**src/rtl/systolic_ctrl.sv**
```systemverilog
// Tile sequencer for an NxN weight-stationary systolic array: weight load,
// LRF latch, then skewed activation streaming with output-valid flags.
module systolic_ctrl #(
    parameter int N  = 4,
    parameter int AW = $clog2(N)
) (
    input  logic          clk,
    input  logic          rst,
    input  logic          start,
    input  logic          keep_w,
    input  logic [15:0]   num_vec,
    output logic          busy,
    output logic          done,
    output logic          w_rd_en,
    output logic [AW-1:0] w_rd_addr,
    output logic          pe_flag,
    output logic          pe_wr_en,
    output logic          a_rd_en,
    output logic [15:0]   a_rd_addr,
    output logic [N-1:0]  act_valid,
    output logic [N-1:0]  o_valid,
    output logic          o_last,
    output logic [2:0]    dbg_state
);

    typedef enum logic [2:0] {
        S_IDLE   = 3'd0,
        S_LOAD   = 3'd1,
        S_LATCH  = 3'd2,
        S_STREAM = 3'd3,
        S_DONE   = 3'd4
    } state_t;

    localparam logic [17:0]   N18     = 18'(N);
    localparam logic [AW-1:0] TOP_ROW = AW'(N - 1);

    state_t      state;
    logic [17:0] cnt;
    logic [15:0] m_reg;
    logic        w_loaded;
    logic [17:0] m18;
    logic [17:0] t_last;
    logic        stream_end;
    logic        in_stream;

    assign m18        = {2'b00, m_reg};
    assign t_last     = m18 + (N18 << 1) - 18'd1;
    assign stream_end = (m_reg == 16'd0) || (cnt == t_last);

    // w_loaded guards keep_w: without a completed load since reset the
    // weights are undefined, so the tile falls back to a full load.
    always_ff @(posedge clk or negedge rst) begin
        if (!rst) begin
            state    <= S_IDLE;
            cnt      <= '0;
            m_reg    <= '0;
            w_loaded <= 1'b0;
        end else begin
            case (state)
                S_IDLE: begin
                    cnt <= '0;
                    if (start) begin
                        m_reg <= num_vec;
                        state <= (keep_w && w_loaded) ? S_STREAM : S_LOAD;
                    end
                end
                S_LOAD: begin
                    if (cnt == N18 - 18'd1) begin
                        cnt   <= '0;
                        state <= S_LATCH;
                    end else begin
                        cnt <= cnt + 18'd1;
                    end
                end
                S_LATCH: begin
                    w_loaded <= 1'b1;
                    cnt      <= '0;
                    state    <= S_STREAM;
                end
                S_STREAM: begin
                    if (stream_end) begin
                        cnt   <= '0;
                        state <= S_DONE;
                    end else begin
                        cnt <= cnt + 18'd1;
                    end
                end
                S_DONE:  state <= S_IDLE;
                default: state <= S_IDLE;
            endcase
        end
    end

    assign in_stream = (state == S_STREAM);
    assign busy      = (state != S_IDLE);
    assign done      = (state == S_DONE);
    assign w_rd_en   = (state == S_LOAD);
    // Bottom row first: the shift chain pushes the first word furthest down.
    assign w_rd_addr = w_rd_en ? (TOP_ROW - cnt[AW-1:0]) : '0;
    assign pe_flag   = !((state == S_LOAD) || (state == S_LATCH));
    assign pe_wr_en  = (state == S_LATCH);
    assign a_rd_en   = in_stream && (cnt < m18);
    assign a_rd_addr = a_rd_en ? cnt[15:0] : '0;
    assign o_last    = in_stream && (m_reg != 16'd0) && (cnt == t_last);
    assign dbg_state = state;

    // Row i sees vector v at t=v+i+1; column j emits it at t=v+N+1+j.
    always_comb begin
        act_valid = '0;
        o_valid   = '0;
        for (int i = 0; i < N; i++) begin
            act_valid[i] = in_stream && (cnt >= 18'(i + 1)) && (cnt <= 18'(i) + m18);
            o_valid[i]   = in_stream && (cnt >= N18 + 18'(i + 1)) && (cnt <= N18 + 18'(i) + m18);
        end
    end

endmodule

```
**config.mk**
```make
export PLATFORM = sky130hd
export DESIGN_NAME = systolic_ctrl
export DESIGN_NICKNAME = d
export VERILOG_FILES = /design/src/rtl/systolic_ctrl.sv
export SDC_FILE = /design/constraint.sdc
export NUM_CORES = 1
export LEC_CHECK = 0
export BUFFER_PORTS_ARGS = -buffer_cell sky130_fd_sc_hd__buf_2
export CELL_PAD_IN_SITES_DETAIL_PLACEMENT = 1
export CELL_PAD_IN_SITES_GLOBAL_PLACEMENT = 1
export CORE_MARGIN = 4
export CORE_UTILIZATION = 40
export DETAILED_ROUTE_END_ITERATION = 8
export PLACE_DENSITY_LB_ADDON = 0.1
export SLEW_MARGIN = 20
export SYNTH_ARGS = -nofsm -noshare
export SYNTH_HDL_FRONTEND = slang
export SYNTH_SLANG_ARGS = --single-unit
```
**constraint.sdc**
```tcl
create_clock -name clk -period 4.35 [get_ports clk]
set_clock_uncertainty 0.1 [all_clocks]
set_input_delay 0.87 -clock clk [delete_from_list [all_inputs] [get_ports clk]]
set_output_delay 0.87 -clock clk [all_outputs]
set_load 0.05 [all_outputs]
```
==> impl_metrics.tcl <==
set metrics [dict create \
    cts-root-buf "clkbuf_16" \
    synth_cell_types 61 \
    p_per_area_nw_per_um2 587 \
    endpoint "o_valid[1]" \
    total_power_mw 5.20 \
    htreeDepth 2 \
    crit_arrival_ps 3440 \
    postSynth.asyncResetShare_pct 100 \
    die_area_um2 18300 \
    overflow 0 \
    place.gp.congestion 0.993 \
    synth_edf_count 0 \
    yosysTopAreaCellShare_pct 26.6 \
    rsz0062_at_grt "true" \
    ant_nets 0 \
    cts_hold_buffers 0 \
    coreArea_um2 15900 \
    die_w_um 135 \
    r2r_end "cnt[5]$_DFFE_PN0P_" \
    numCtsBuffers 5 \
    layout_setup_ws_ps -56.1 \
    layout-drive-gt1-share_pct 33.3 \
    min_period_ps 4410 \
    synthCells 820 \
    postLayoutCellArea_um2 8870 \
    drtPass1Iterations 5 \
    placed_area_um2 7770 \
    hold_class "flop to flop" \
    netlist_area_um2 6500 \
    dp_cells 1168 \
    stdcell_count 1212 \
    fin_hold_ws_ps 380 \
    final_net_count 1154 \
    p_leak_nw 3.98 \
    startpoint "m_reg[2]$_DFFE_PN0P_" \
    failed_checks "negative setup slack" \
    max_slew.worst_pin.slew_ps 1050 \
    insertion_delay_ps 320 \
    yosysWarnings 0 \
    layout_common_cells "buf_4 (138), ha_1 (131), xnor2_1 (91)" \
    clk_pin_slew_ps 70 \
    routed_via_density 5.92 \
    yosysSeqAreaShare_pct 14.6 \
    setup_viol 5 \
    fp-row-count 46 \
    die_h_um 135 \
    grt_usage_pct 32.6 \
    report.final.slew_viol_count 0 \
    synth_area_leaders "ha_1 (27%), dfrtp_1 (15%), xnor2_1 (13%), nand2_1 (4.5%), a21oi_1 (3.7%)" \
    max_freq_mhz 227 \
    grt_pass1_vias 7511 \
    final-hold-violation-count 0 \
    start_kind "flop" \
    ys_seq_elements 38 \
    grt_max_degree 39 \
    status "finished with violations" \
    irDropWorstVdd_v 0.000375 \
    dp_slack_ps -143 \
    dp_hpwl_um 23900 \
    cts_tree "built" \
    reg2regPathDepth 16 \
    vias 7169 \
    ios 56 \
    drt_iter0_drc 471 \
    clock-sinks 38 \
    yosysTopAreaCell "ha_1" \
    path_max_fanout 4 \
    ys.flop_type "dfrtp_1" \
    rr_startpoint "m_reg[1]$_DFFE_PN0P_" \
    drc 0 \
    layout_commonest_cell "buf_4" \
    postSynthAreaPerCell_um2 7.92 \
    grt_pass1_wl_um 44800 \
    wl_per_cell_um 25.0 \
    routed_wl_um 30300 \
    required_ps 3380 \
    worstSetupEndpointType "output pin" \
    multi_input_area_um2 5850 \
    synth_nets 978 \
    initial_core_util_pct 40.9 \
    final-seq-area_um2 955 \
    areaGrowthSynthToFinish_pct 36.5 \
    io_buffer_count 55 \
    fill_cells 1903 \
    slew_headroom_pct 30.3 \
    critPathKind "flop to output pin" \
    clockBufferDepth 2 \
    antenna_cells 0 \
    maxCapViolations 0 \
    r2r_setup_slack_ps 570 \
    largest_reg_flops 18 \
    antenna_found_initial 0 \
    post-route-period-util_pct 101 \
]
-- cell usage after synthesis (3+ instances only) --
cell,instances
a211oi_1,9
a21boi_0,6
a21o_1,10
a21oi_1,48
a221oi_1,4
a31oi_1,4
and2_1,13
and3_1,4
and4_1,6
and4b_1,3
buf_2,9
clkbuf_1,22
clkinv_1,3
dfrtp_1,38
ha_1,138
inv_1,36
inv_2,3
nand2_1,78
nand2b_1,4
nand3_1,39
nand3b_1,4
nand4_1,24
nor2_1,60
nor2_2,10
nor2b_1,11
nor3_1,31
nor3b_1,3
nor4_1,12
nor4_2,4
o21ai_0,26
o22ai_1,3
o31ai_1,4
or2_2,6
or3_1,3
xnor2_1,94
xor2_1,14
-- worst min-delay path by stage --
stage                         start                   end  cells past startpoint
6_report       w_loaded$_DFFE_PN0P_  w_loaded$_DFFE_PN0P_                      1
4_1_cts        w_loaded$_DFFE_PN0P_  w_loaded$_DFFE_PN0P_                      1
5_1_grt        w_loaded$_DFFE_PN0P_  w_loaded$_DFFE_PN0P_                      1
3_5_place_dp   w_loaded$_DFFE_PN0P_  w_loaded$_DFFE_PN0P_                      1
3_3_place_gp   w_loaded$_DFFE_PN0P_  w_loaded$_DFFE_PN0P_                      1
2_1_floorplan  w_loaded$_DFFE_PN0P_  w_loaded$_DFFE_PN0P_                      1
-- per-layer routing --
metal / GRT usage (%) / wire (µm) / vias to the layer above
met5: 0 / 0 / -
li1: - / - / 3267
met4: 15.7 / 1580 / 0
met3: 3.94 / 1490 / 76
met2: 55.9 / 14800 / 226
met1: 40.4 / 12400 / 3600
-- what timing repair did --
action,CTS,global route
gates cloned,0,0
gates resized for setup,62,88
pin swaps,23,55
endpoints found under the setup margin,8,9
setup buffers,12,27
hold endpoints to repair,0,0
-- per-stage QoR --
step                utilization, %  TNS [ps]
floorplan                        -      -243
global placement              48.9     -62.5
detailed placement            48.9      -271
CTS                           51.9     -17.2
global route                  55.8      -902
finish                        55.8      -142
-- power by group --
group	internal (mW)	leakage (nW)	switching [mW]	total [mW]
clock	0.210	0.0629	0.176	0.386
combinational	1.66	3.43	2.55	4.21
sequential	0.456	0.488	0.151	0.607
-- worst max-delay path: stages (launching register included) --
cell and delay [ps]:
dfrtp_1 370, inv_1 120, ha_1 210, a21oi_2 230
nor2_2 90, xnor2_1 280, ha_1 290, and4_1 210
a21boi_0 140, o31ai_2 420, o311ai_2 170, buf_4 190
a211oi_2 210, buf_6 190
-- logic make-up (layout without fill, tap and decap cells) --
group / Yosys count / after routing / synth area share (%)
xor gates and xnor gates: 108 / 108 / 14.6
adders and majority gates: 138 / 138 / 26.6
DFF: 38 / 38 / 14.6
AOI/OAI and AO/OA: 135 / 135 / 13.2
muxes: 2 / 2 / 0.308
buffers and inverters: 77 / 253 / 4.97
and+or+nand+nor: 322 / 322 / 25.7
-- final cells by class --
class | count | area share, %
sequential | 38 | 10.8
clock buffer | 6 | 1.45
clock inverter | 1 | 0.0847
timing repair buffer | 204 | 16.9
tap | 216 | 3.05
inverter | 42 | 1.82
multi-input combinational | 705 | 65.9
(Power assumes the default switching activity.)
